[src/rtl/display_scan_controller.sv]
// Eight-digit multiplexed display scanner with a double-buffered frame that commits only at the 7 -> 0 wrap.
// Build option: define GHOST_BLANK_EN to blank the anodes for BLANK_CYCLES at the start of every slot.
module display_scan_controller #(
    parameter int REFRESH_DIV  = 6250,
    parameter int BLANK_CYCLES = 64
) (
    input  logic        clk,
    input  logic        rst_n,
    input  logic        scan_en,
    input  logic        load_valid,
    input  logic [31:0] load_data,
    input  logic [7:0]  load_mask,
    output logic        load_ready,
    output logic [2:0]  sel,
    output logic [3:0]  digit,
    output logic [7:0]  AN,
    output logic        frame_done
);

    localparam int CW = $clog2(REFRESH_DIV);
    localparam logic [CW-1:0] CNT_MAX = CW'(REFRESH_DIV - 1);
`ifdef GHOST_BLANK_EN
    localparam logic [CW-1:0] BLANK_LAST = CW'(BLANK_CYCLES - 1);
`endif

    if (REFRESH_DIV < 4 || REFRESH_DIV > 65535 ||
        BLANK_CYCLES < 1 || BLANK_CYCLES > REFRESH_DIV - 2) begin : g_bad_params
        $error("display_scan_controller: REFRESH_DIV/BLANK_CYCLES out of range");
    end

    typedef enum logic [1:0] {
        ST_OFF,
        ST_BLANK,
        ST_SHOW
    } scan_state_t;

    // Handshake: a load transfers on any rising edge where load_valid && load_ready;
    // load_ready is simply "pending slot empty" and never depends on load_valid.

    scan_state_t   state;
    scan_state_t   state_nxt;
    logic [CW-1:0] cnt;
    logic          tick;
    logic          wrap;
    logic          accept;
    logic          commit;
    logic [2:0]    sel_nxt;
    logic [7:0]    mask_nxt;
    logic [31:0]   pend_data;
    logic [7:0]    pend_mask;
    logic          pend_full;
    logic [31:0]   act_data;
    logic [7:0]    act_mask;

    assign tick       = scan_en && (cnt == CNT_MAX);
    assign wrap       = tick && (sel == 3'd7);
    assign commit     = wrap && pend_full;
    assign accept     = load_valid && !pend_full;
    assign load_ready = !pend_full;
    assign sel_nxt    = tick ? sel + 3'd1 : sel;
    assign mask_nxt   = commit ? pend_mask : act_mask;
    assign digit      = act_data[{sel, 2'b00} +: 4];

    always_comb begin
        state_nxt = state;
        if (!scan_en) begin
            state_nxt = ST_OFF;
        end else begin
            case (state)
                ST_OFF:   state_nxt = ST_BLANK;
`ifdef GHOST_BLANK_EN
                // A tick while blanking starts a new slot, which blanks again.
                ST_BLANK: if (!tick && cnt >= BLANK_LAST) state_nxt = ST_SHOW;
                ST_SHOW:  if (tick) state_nxt = ST_BLANK;
`else
                ST_BLANK: state_nxt = ST_SHOW;
                ST_SHOW:  state_nxt = ST_SHOW;
`endif
                default:  state_nxt = ST_OFF;
            endcase
        end
    end

    // AN is registered from next-state values so it lines up with sel and digit.
    always_ff @(posedge clk or negedge rst_n) begin
        if (!rst_n) begin
            cnt        <= '0;
            sel        <= 3'd0;
            state      <= ST_OFF;
            pend_data  <= 32'd0;
            pend_mask  <= 8'd0;
            pend_full  <= 1'b0;
            act_data   <= 32'd0;
            act_mask   <= 8'd0;
            frame_done <= 1'b0;
            AN         <= 8'hFF;
        end else begin
            if (scan_en) begin
                cnt <= tick ? '0 : cnt + 1'b1;
            end
            sel        <= sel_nxt;
            state      <= state_nxt;
            frame_done <= wrap;
            if (commit) begin
                act_data  <= pend_data;
                act_mask  <= pend_mask;
                pend_full <= 1'b0;
            end else if (accept) begin
                pend_data <= load_data;
                pend_mask <= load_mask;
                pend_full <= 1'b1;
            end
            if (state_nxt == ST_SHOW) begin
                AN <= ~({7'd0, mask_nxt[sel_nxt]} << sel_nxt);
            end else begin
                AN <= 8'hFF;
            end
        end
    end

endmodule
[config.mk]
export PLATFORM = sky130hd
export DESIGN_NAME = display_scan_controller
export DESIGN_NICKNAME = d
export VERILOG_FILES = /design/src/rtl/display_scan_controller.sv
export SDC_FILE = /design/constraint.sdc
export NUM_CORES = 1
export LEC_CHECK = 0
export CORE_ASPECT_RATIO = 1.25
export CORE_MARGIN = 2
export CORE_UTILIZATION = 40
export DETAILED_ROUTE_END_ITERATION = 10
export MAX_ROUTING_LAYER = met4
export PLACE_DENSITY = 0.69
export SLEW_MARGIN = 0
export SYNTH_ARGS = -nofsm -noshare
export SYNTH_HDL_FRONTEND = slang
export SYNTH_SLANG_ARGS = --single-unit
[constraint.sdc]
create_clock -name clk -period 2.65 [get_ports clk]
set_clock_uncertainty 0.2 [all_clocks]
set_input_delay 0.53 -clock clk [delete_from_list [all_inputs] [get_ports clk]]
set_output_delay 0.53 -clock clk [all_outputs]
set_load 0.01 [all_outputs]
* Word level (Yosys, flattened, before mapping)
Cells that the tools add are included.
Storage, ports and cells: flip-flop bits (word level) 108, output and inout port bits 17, word-level logic and storage cells 41
Operators by class: add/sub/neg operators 2, order comparisons 1, eq/ne operators 5, shift operators 2, mux-type cells 10, bitwise gates (word level) 2, reduce and logical (&&, ||, !) cells 9
Operators with widths (number):
- $shiftx A32 B6 Y4 | 1
- $mux W8 | 2
- $add A13 B1 Y13 const B | 1
- $eq A13 B13 Y1 const B | 1
- $mux W13 | 1
- $not A8 Y8 | 1
- $shl A1 B3 Y8 | 1
- $eq A2 B2 Y1 const B | 2
- $logic_and A1 B1 Y1 | 4
- $lt A3 B4 Y1 const B | 1
- $pmux W2 S2 | 1
- $add A3 B1 Y3 const B | 1
- $bmux W1 S3 | 1
- $eq A3 B3 Y1 const B | 1
- $mux W1 | 3
- $mux W3 | 1
- $eq A2 B1 Y1 const B | 1
- $logic_not A2 Y1 | 1
- $mux W2 | 1
- $reduce_and A2 Y1 | 1
- $reduce_bool A2 Y1 | 1
- $reduce_or A2 Y1 | 1
- $logic_not A1 Y1 | 1
- $not A1 Y1 | 1

* Depth between registers and ports, before layout
Gate-level depths: netlist (run 1).
depth in word-level cells 10, mapped depth 7, mapped depth without buffers 7

* Worst setup path before layout (run 1)
OpenSTA, ideal clock, no wires.
kind register to output, start point register sel[0], end point output port digit[0], data arrival time 1.751 ns, data required time 1.920 ns, setup slack 0.169 ns, cell stages (with the launch flop) 4, buffers on the path 1, path through dfrtp_1 buf_1 mux4_2 mux2_2
Between the ends: longest elaborated chain between the ends 1
Ends and longest elaborated chain:
- start: declaration | line 14 | output logic [2:0] sel,
- start signal: assignment | line 101 | sel <= sel_nxt;
- $shiftx A32 B6 Y4 | line 62 | assign digit = act_data[{sel, 2'b00} +: 4];
- end: declaration | line 15 | output logic [3:0] digit,
No other way between the ends.

* Final worst setup path (run 1)
start point register sel[0], end point output port digit[3]
The elaborated chain is that of the path after synthesis.

==> results of run 1 <==
[sequential cells by signal, summed over array words and instances, names as in the netlist]
register    cells
AN              8
pend_mask       8
cnt            13
pend_full       1
pend_data      32
state           2
act_data       32
act_mask        8
sel             3
frame_done      1
[metrics by stage]
stage               TNS (ns)  std cells
floorplan                  0        291
global placement           0        491
detailed placement   -0.5912        491
CTS                        0        508
global route               0        509
finish                     0        509
[synthesized netlist by cell type (all sizes together)]
master	instances
mux4	8
dfstp	8
clkinv	2
nand3	3
o22ai	1
or4b	1
nand2b	1
nor4	4
clkbuf	6
and2	4
and4	1
or3b	2
nand2	5
mux2i	4
xor2	7
nor2	11
nand4	14
nor2b	1
inv	5
nand3b	1
xnor2	5
dfrtp	100
ha	5
nand4b	1
mux2	85
buf	6
[power groups by stage]
stage                     combinational, mW  sequential, mW  clock (mW)
after floorplan                       0.198            1.88           0
after global placement                0.324            1.91           0
after detailed placement              0.333            1.92           0
after CTS                             0.338            1.89        1.57
after global routing                  0.372            1.90        1.64
final                                 0.330            1.88        1.53
[layout by cell type, fill, tap and decap left out, types with 3 or more instances in the layout]
master           count
and2_1               4
buf_12               5
buf_2                4
buf_4               14
bufinv_16            3
clkbuf_16            9
clkdlybuf4s50_1     55
dfrtp_1             99
dfstp_2              8
ha_1                 5
inv_1                5
mux2_2              80
mux2_4               3
mux2i_1              4
mux4_2               8
nand2_1              5
nand3_1              3
nand4_1             14
nor2_1              11
xnor2_1              5
xor2_1               7
[per-layer routing]
layer	up-vias	routed length [µm]	GRT usage [%]
li1	1205	-	-
met1	1326	3428	18.59
met2	49	4225	25.09
met3	9	327	3.959
met4	0	131	4.880
met5	-	0	-
[logic make-up (layout without fill, tap and decap cells)]
logic type | after synthesis | count (layout)
flip-flops | 108 | 108
multiplexers | 97 | 97
AND/OR/NAND/NOR | 49 | 49
buffers and inverters | 19 | 102
XOR/XNOR | 12 | 12
adder cells (fa/ha/maj) | 5 | 5
AO/OA/AOI/OAI | 1 | 1
[worst paths after layout]
kind	startpoint	endpoint	slack [ns]	cells past startpoint
setup reg to reg	sel[1]$_DFF_PN0_	AN[4]$_DFF_PN1_	0.25	8
max in group asynchronous	rst_n	pend_data[7]$_DFFE_PN0P_	1.07	3
setup / recovery	sel[0]$_DFF_PN0_	digit[3]	0.07	4
hold reg to reg	act_mask[1]$_DFF_PN0_	act_mask[1]$_DFF_PN0_	0.29	1
hold / removal	act_mask[1]$_DFF_PN0_	act_mask[1]$_DFF_PN0_	0.29	1
min in group asynchronous	rst_n	cnt[4]$_DFFE_PN0P_	0.45	2
[what timing repair did]
action,CTS,global route
gates cloned,0,0
setup endpoints to repair,4,9
setup buffers,0,1
resized for setup,19,1
hold endpoints to repair,26,0
hold buffers,1,0
[final cells by class]
class | instances | area (µm²)
clock buffer | 12 | 256.5
inverter | 7 | 26.28
fill | 947 | 5246
clock inverter | 4 | 95.09
tap | 135 | 168.9
timing repair buffer | 79 | 785.8
sequential | 108 | 2714
multi-input combinational | 164 | 1683
==> results.yml, run 1 <==
pwr:
  power_density_nw_per_um2: 652.6
  seq_power_share_pct: 50.4
  ir_drop_mv: 0.3801
  p_int_mw: 2.941
  p_sw_mw: 0.7981
  leakage_nw: 2.602
  p_clk_share_pct: 40.8
  p_sw_share_pct: 21.35
  finalPower_mw: 3.739
  combPwrFrac_pct: 8.8
floorplanning:
  core_region_area_um2: 10980
  die_h_um: 122.1
  rows: 43
  dieArea_um2: 12020
  io_pins: 61
  die_w_um: 98.48
  initial_utilization_pct: 40.66
route:
  routed_wirelength_um: 8112
  drt-initial-drc-count: 49
  antenna_left: 0
  drc: 0
  routedWlPerCell_um: 15.94
  dr.pass1.iters: 4
  vias: 2589
  viasPerCell: 5.086
global_route:
  grt_pass1_wl_um: 13770
  antenna_found_initial: 0
  grt_overflow: 0
  grt_pass1_vias: 2742
  grt_max_degree: 52
  grt.total_usage_pct: 15.27
synth:
  synth.area.mux_share_pct: 26.38
  syn_area_per_cell_um2: 15.34
  ys_top_cells_by_area: "dfrtp_1 (56%), mux2_2 (21%), dfstp_2 (4.7%), mux4_2 (4.0%), nand4_1 (2.0%)"
  synth_area_um2: 4463
  synth_top_family_by_area: "multiplexers"
  synth_xor_area_share_pct: 2.355
  yosysWarnings: 0
  synth_seq_cells: 108
  yosys.area_share.simple_pct: 7.009
  yosys.area.top_type: "dfrtp_1"
  synth_nets: 340
  synthCells: 291
  yosys.area.top_type_share_pct: 56.07
  yosysUniqueCellTypes: 32
  seq_area_frac_synth_pct: 60.78
  synth_compound_area_share_pct: 0.1402
  synth_fa_ha_area_share_pct: 1.402
sta:
  max-slew-margin-rel_pct: 72.86
  timing.hold.ws_ns: 0.2874
  tightest_slew_ns: 0.4034
  fin_crit_ns: 2.575
  rsz0062_at_grt: "no"
  setup_viol: 0
  max_freq_mhz: 388.3
  finalCritPeriodShare_pct: 97.18
  final_max_slew_viol_count: 0
  final_hold_viol_count: 0
  postLayoutSetupSlackWorst_ns: 0.07472
job:
  drv_cap: 0
min_path:
  hold_path_class: "flop to flop"
placed_design:
  dp_hpwl_um: 5726
  pre_cts_slack_ns: -0.05298
  gp_congestion: 0.8071
  io_buffers: 60
  place_area_um2: 5368
cts:
  cts-root-buf: "clkbuf_16"
  cts_buffer_depth: 2
  clkSinkCount: 108
  clk_pin_slew_worst_paths_ns: 0.06
  cts_tree: "done"
  htreeDepth: 3
  cts_buffers: 9
  clock_latency_ns: 0.34
finish:
  area_growth_pct: 28.37
  finalNetCount: 418
  drive_gt1_share_pct: 38.50
  insertedDiodeCount: 0
  postLayoutCoreUtil_pct: 52.20
  stdcell_area_um2: 5729
setup_path:
  cp_top_family: "multiplexers"
  end_kind: "output port"
  cp_max_fo: 8
  cp-start-kind: "flop"
  path_buf_inv: 2
  cp_cell_sequence: "buf_12 -> mux4_2 -> mux2_4 -> buf_2"
  max_stage_delay_ns: 0.52
  crit_slowest_cell: "mux4_2"
  worstPathArrival_ns: 1.85
  crit_type: "flop to output port"
  worstPathRequired_ns: 1.92
outcome:
  status: "finished, final reports clean"
(Power assumes the default switching activity.)
==> run 2, diff against run 1 <==
--- a/config.mk
+++ b/config.mk
@@ -9,8 +9,10 @@
 export CORE_MARGIN = 2
 export CORE_UTILIZATION = 40
 export DETAILED_ROUTE_END_ITERATION = 10
+export GPL_TIMING_DRIVEN = 0
 export MAX_ROUTING_LAYER = met4
 export PLACE_DENSITY = 0.69
+export RECOVER_POWER = 50
 export SLEW_MARGIN = 0
 export SYNTH_ARGS = -nofsm -noshare
 export SYNTH_HDL_FRONTEND = slang
==> results.yml, run 2 (synthesized netlist as in run 1, its figures left out) <==
outcome:
  status: "finished, final reports clean"
cts:
  cts_tree: "done"
  clock_latency_ns: 0.34
  cts_buffers: 9
  clkSinkCount: 108
  cts_buffer_depth: 2
  clk_pin_slew_worst_paths_ns: 0.07
  cts-root-buf: "clkbuf_16"
  htreeDepth: 3
finish:
  drive_gt1_share_pct: 37.87
  multi_input_area_um2: 1683
  postLayoutCoreUtil_pct: 51.13
  area_growth_pct: 25.74
  final_cell_mix: "dfrtp_1 (99), mux2_2 (80), clkdlybuf4s50_1 (50)"
  final_common_cell: "dfrtp_1"
  top_regs: "act_data (32), pend_data (32), cnt (13)"
  finalNetCount: 419
  fill_cells: 959
  final_cells: 510
  final-seq-area_um2: 2714
  insertedDiodeCount: 0
global_route:
  grt_overflow: 0
  grt_pass1_vias: 2642
  antenna_found_initial: 0
  grt_max_degree: 69
  grt.total_usage_pct: 14.64
  grt_pass1_wl_um: 13250
route:
  dr.pass1.iters: 4
  vias: 2579
  antenna_left: 0
  drc: 0
  drt-initial-drc-count: 98
  routed_wirelength_um: 8139
  viasPerCell: 5.057
  routedWlPerCell_um: 15.96
pwr:
  ir_drop_mv: 0.4961
  leakage_nw: 2.537
  finalPower_mw: 3.458
  power_density_nw_per_um2: 616.1
sta:
  final_max_slew_viol_count: 0
  fin_crit_ns: 2.600
  tns_ns: 0
  postLayoutSetupSlackWorst_ns: 0.05002
  tightest_slew_ns: 1.010
  max_freq_mhz: 384.6
  finalCritPeriodShare_pct: 98.11
  final_hold_viol_count: 0
  setup_viol: 0
  max-slew-margin-rel_pct: 32.65
setup_path:
  worstPathArrival_ns: 1.87
  rrSetupSlack_ns: 0.17
  crit_type: "flop to output port"
  cp_max_fo: 8
  cp-start-kind: "flop"
  worstPathRequired_ns: 1.92
  end_kind: "output port"
floorplanning:
  io_pins: 61
  dieArea_um2: 12020
  die_w_um: 98.48
  initial_utilization_pct: 40.66
  die_h_um: 122.1
  core_region_area_um2: 10980
  rows: 43
min_path:
  hold_path_class: "flop to flop"
placed_design:
  pre_cts_slack_ns: -0.6375
  place_inst: 487
  dp_hpwl_um: 5798
  io_buffers: 60
  gp_congestion: 0.8035
job:
  drv_cap: 0
==> run 2: cell types whose count changed in the layout (fill, tap and decap cells not counted), sizes merged, moves of 2 or more <==
cell	change
dlygate4sd3	+5
buf	-7
clkinv	+2
clkinvlp	+2
clkbuf	+6
clkdlybuf4s50	-5
bufinv	-3
==> run 2: repair_timing <==
item | 4_1_cts | 5_1_grt
setup buffers | 4 | 3
pin swaps | 1 | 1
hold buffers | 1 | 0
setup endpoints to repair | 10 | 10
resized for setup | 29 | 1
endpoints found under the hold margin | 27 | 0
==> run 2: path summary, 6_finish.rpt <==
path,startpoint,depth (start not counted),end
max,sel[0]$_DFF_PN0_,4,digit[3]
min,act_mask[0]$_DFF_PN0_,1,act_mask[0]$_DFF_PN0_
max reg2reg,cnt[1]$_DFFE_PN0P_,7,AN[6]$_DFF_PN1_
min reg2reg,act_mask[0]$_DFF_PN0_,1,act_mask[0]$_DFF_PN0_
max in group asynchronous,rst_n,3,sel[0]$_DFF_PN0_
min in group asynchronous,rst_n,2,cnt[11]$_DFFE_PN0P_
==> run 2: final cells by class <==
class	count	share of cell area (%)
tap	135	3.010
multi-input combinational	164	29.99
timing repair buffer	68	11.62
clock inverter	6	0.8696
sequential	108	48.36
clock buffer	10	4.259
buffer	12	1.427
inverter	7	0.4682
==> run 2: metal layers <==
metal | routed length, µm | GRT usage [%] | up-vias
met5 | 0 | - | -
met4 | 182 | 5.908 | 0
met3 | 308 | 2.123 | 14
met2 | 4180 | 24.40 | 51
met1 | 3467 | 18.08 | 1313
li1 | - | - | 1201
==> run 2: power by group <==
group,total [mW],switching (mW),internal [mW]
combinational,0.323,0.134,0.188
sequential,1.87,0.103,1.77
clock,1.26,0.589,0.671
==> run 2: critical path: stages (launching register included) <==
cell	delay, ns
dfrtp_2	0.41
buf_12	0.15
mux4_2	0.54
mux2_4	0.30
buf_2	0.14
==> run 2: metrics by stage <==
stage | hold slack (ns) | cell area [µm²]
2_1_floorplan | 0.03441 | 4463
3_3_place_gp | 0.2637 | 5233
3_5_place_dp | 0.2788 | 5258
4_1_cts | 0.2947 | 5620
5_1_grt | 0.3151 | 5612
6_report | 0.2908 | 5612
==> run 3, diff against run 2 <==
--- a/config.mk
+++ b/config.mk
@@ -5,6 +5,8 @@
 export SDC_FILE = /design/constraint.sdc
 export NUM_CORES = 1
 export LEC_CHECK = 0
+export ABC_AREA = 1
+export ABC_CLOCK_PERIOD_IN_PS = 2650
 export CORE_ASPECT_RATIO = 1.25
 export CORE_MARGIN = 2
 export CORE_UTILIZATION = 40
==> constraint.sdc (replaced) <==
create_clock -name clk -period 2.65 [get_ports clk]
set_clock_uncertainty 0.2 [all_clocks]
set_input_delay 0.265 -clock clk [delete_from_list [all_inputs] [get_ports clk]]
set_output_delay 0.265 -clock clk [all_outputs]
set_load 0.01 [all_outputs]
==> results.yml, run 3 <==
setup_path:
  crit_slowest_cell: "dfrtp_2"
  end_kind: "output port"
  cp-start-kind: "flop"
  max_stage_delay_ns: 0.46
  cp_max_fo: 10
  worstPathArrival_ns: 1.95
  cp_cell_sequence: "inv_2 -> clkbuf_4 -> nor2_1 -> o22ai_1 -> nor2_1 -> a31oi_1 -> dlygate4sd2_1"
  worstPathRequired_ns: 2.18
  crit_path_frequent_cell: "nor2_1"
  crit_type: "flop to output port"
placed_design:
  place_inst: 754
  io_buffers: 59
  dp_hpwl_um: 7493
  gp_congestion: 0.8498
  place_area_um2: 5592
cts:
  cts_buffer_depth: 2
  clk_pin_slew_worst_paths_ns: 0.07
  htreeDepth: 3
  cts-root-buf: "clkbuf_16"
  cts_buffers: 9
  clkSinkCount: 108
  cts_tree: "done"
  clock_latency_ns: 0.35
pwr:
  p_sw_share_pct: 23.90
  p_sw_mw: 0.8365
  ir_drop_mv: 0.3167
  combPwrFrac_pct: 9.4
  p_clk_share_pct: 38.3
  p_int_mw: 2.663
  seq_power_share_pct: 52.3
  leakage_nw: 2.812
  power_density_nw_per_um2: 593.3
route:
  drc: 0
  routed_wirelength_um: 10190
  antenna_left: 0
  vias: 3724
  dr.pass1.iters: 4
  drt-initial-drc-count: 197
  viasPerCell: 4.824
  routedWlPerCell_um: 13.19
finish:
  finalNetCount: 655
  final_common_cell: "dfrtp_1"
  postLayoutCoreUtil_pct: 50.79
  fill_cells: 1103
  drive_gt1_share_pct: 11.29
  final_cells: 772
  insertedDiodeCount: 0
  area_growth_pct: 23.56
  top_regs: "act_data (32), pend_data (32), cnt (13)"
  final_cell_mix: "dfrtp_1 (99), nor2_1 (89), nand2_1 (69)"
  stdcell_area_um2: 5899
floorplanning:
  rows: 44
  dieArea_um2: 12830
  initial_utilization_pct: 41.10
  core_region_area_um2: 11620
  die_w_um: 101.7
  die_h_um: 126.2
  io_pins: 61
job:
  drv_cap: 0
sta:
  max_freq_mhz: 414.1
  timing.hold.ws_ns: 0.01396
  finalCritPeriodShare_pct: 91.12
  final_max_slew_viol_count: 0
  tightest_slew_ns: 1.313
  fin_crit_ns: 2.415
  max-slew-margin-rel_pct: 12.44
  setup_viol: 0
  rsz0062_at_grt: "no"
  final_hold_viol_count: 0
synth:
  synth_area_um2: 4775
  syn_area_per_cell_um2: 8.958
  synth_nets: 582
  synth_ff_type: "dfrtp_1"
  synthCells: 533
  yosys-top-cells-count: "dfrtp_1 (100), nor2_1 (88), nand2_1 (69)"
  yosysMostFrequentCell: "dfrtp_1"
  ys_top_cells_by_area: "dfrtp_1 (52%), nor2_1 (6.9%), nand2_1 (5.4%), inv_1 (5.2%), dfstp_2 (4.4%)"
  yosys.area.top_type: "dfrtp_1"
  synth_seq_cells: 108
  yosysWarnings: 0
  synth_edf_count: 0
  yosys.area.top_type_share_pct: 52.41
  seq_area_frac_synth_pct: 56.81
  synthArstFlopShare_pct: 100.0
  yosysUniqueCellTypes: 33
global_route:
  grt_max_degree: 58
  grt.total_usage_pct: 17.57
  grt_pass1_vias: 3829
  grt_pass1_wl_um: 17240
  antenna_found_initial: 0
  grt_overflow: 0
outcome:
  status: "finished, final reports clean"
min_path:
  hold_path_class: "input pin to flop"
## run 3: final timing paths
| check | slack [ns] | cells after the start | from | endpoint |
|---|---|---|---|---|
| max in group asynchronous | 0.84 | 3 | rst_n | act_data[9]$_DFFE_PN0N_ |
| setup / recovery | 0.24 | 7 | sel[0]$_DFF_PN0_ | digit[1] |
| setup reg to reg | 0.27 | 9 | sel[0]$_DFF_PN0_ | act_data[4]$_DFFE_PN0N_ |
| hold reg to reg | 0.28 | 2 | act_mask[4]$_DFF_PN0_ | act_mask[4]$_DFF_PN0_ |
| min in group asynchronous | 0.54 | 2 | rst_n | cnt[9]$_DFFE_PN0P_ |
| hold / removal | 0.01 | 3 | scan_en | state[1]$_DFF_PN0_ |
## run 3: area by class of cell
cell class | instances | area, µm² | area share [%]
inverter | 71 | 266.5 | 4.518
buffer | 23 | 130.1 | 2.206
multi-input combinational | 330 | 1658 | 28.10
clock buffer | 13 | 250.2 | 4.242
tap | 161 | 201.4 | 3.415
sequential | 108 | 2714 | 46.00
clock inverter | 3 | 46.29 | 0.7847
timing repair buffer | 63 | 633.1 | 10.73
## run 3: critical path, delay by kind of cell (launching register included)
family,cells,cell delay [ns]
buffers and inverters,3,0.67
AND/OR/NAND/NOR,2,0.11
flip-flops,1,0.46
AO/OA/AOI/OAI,2,0.36
## run 3: kinds of logic (layout without fill, tap and decap cells)
| family | Yosys count | in the layout | synth area share [%] |
|---|---|---|---|
| simple gates | 215 | 215 | 20.81 |
| flops | 108 | 108 | 56.81 |
| compound gates | 102 | 102 | 11.08 |
| buf+inv | 95 | 173 | 8.307 |
| fa+ha+maj | 5 | 5 | 1.310 |
| xor+xnor | 4 | 4 | 0.7337 |
| mux | 4 | 4 | 0.9433 |
## run 3: layer usage
metal,GRT usage (%),vias up,wire [µm]
met5,-,-,0
met4,5.882,0,187
met3,3.940,13,413
met2,29.37,85,5154
met1,20.75,1772,4430
li1,-,1854,-
## run 3: timing repair
item | CTS | global route
buffers inserted | 2 | 0
endpoints found under the setup margin | 4 | 0
gates resized for setup | 10 | 0
endpoints found under the hold margin | 43 | 0
hold buffers | 1 | 0
## run 3: through the flow
| stage | power, mW | TNS (ns) | setup slack (ns) |
|---|---|---|---|
| 2_1_floorplan | 2.028 | 0 | 0.6889 |
| 3_3_place_gp | 2.164 | -278.97 | -2.674 |
| 3_5_place_dp | 2.190 | -0.3248 | -0.1295 |
| 4_1_cts | 3.527 | 0 | 0.2368 |
| 5_1_grt | 3.654 | 0 | 0.07224 |
| 6_report | 3.500 | 0 | 0.2352 |
## run 3: power groups by stage
stage | sequential (mW) | clock [mW] | combinational [mW]
after floorplan | 1.84 | 0 | 0.187
after global placement | 1.85 | 0 | 0.310
after detailed placement | 1.86 | 0 | 0.332
after CTS | 1.83 | 1.36 | 0.337
after global routing | 1.84 | 1.43 | 0.382
final | 1.83 | 1.34 | 0.330
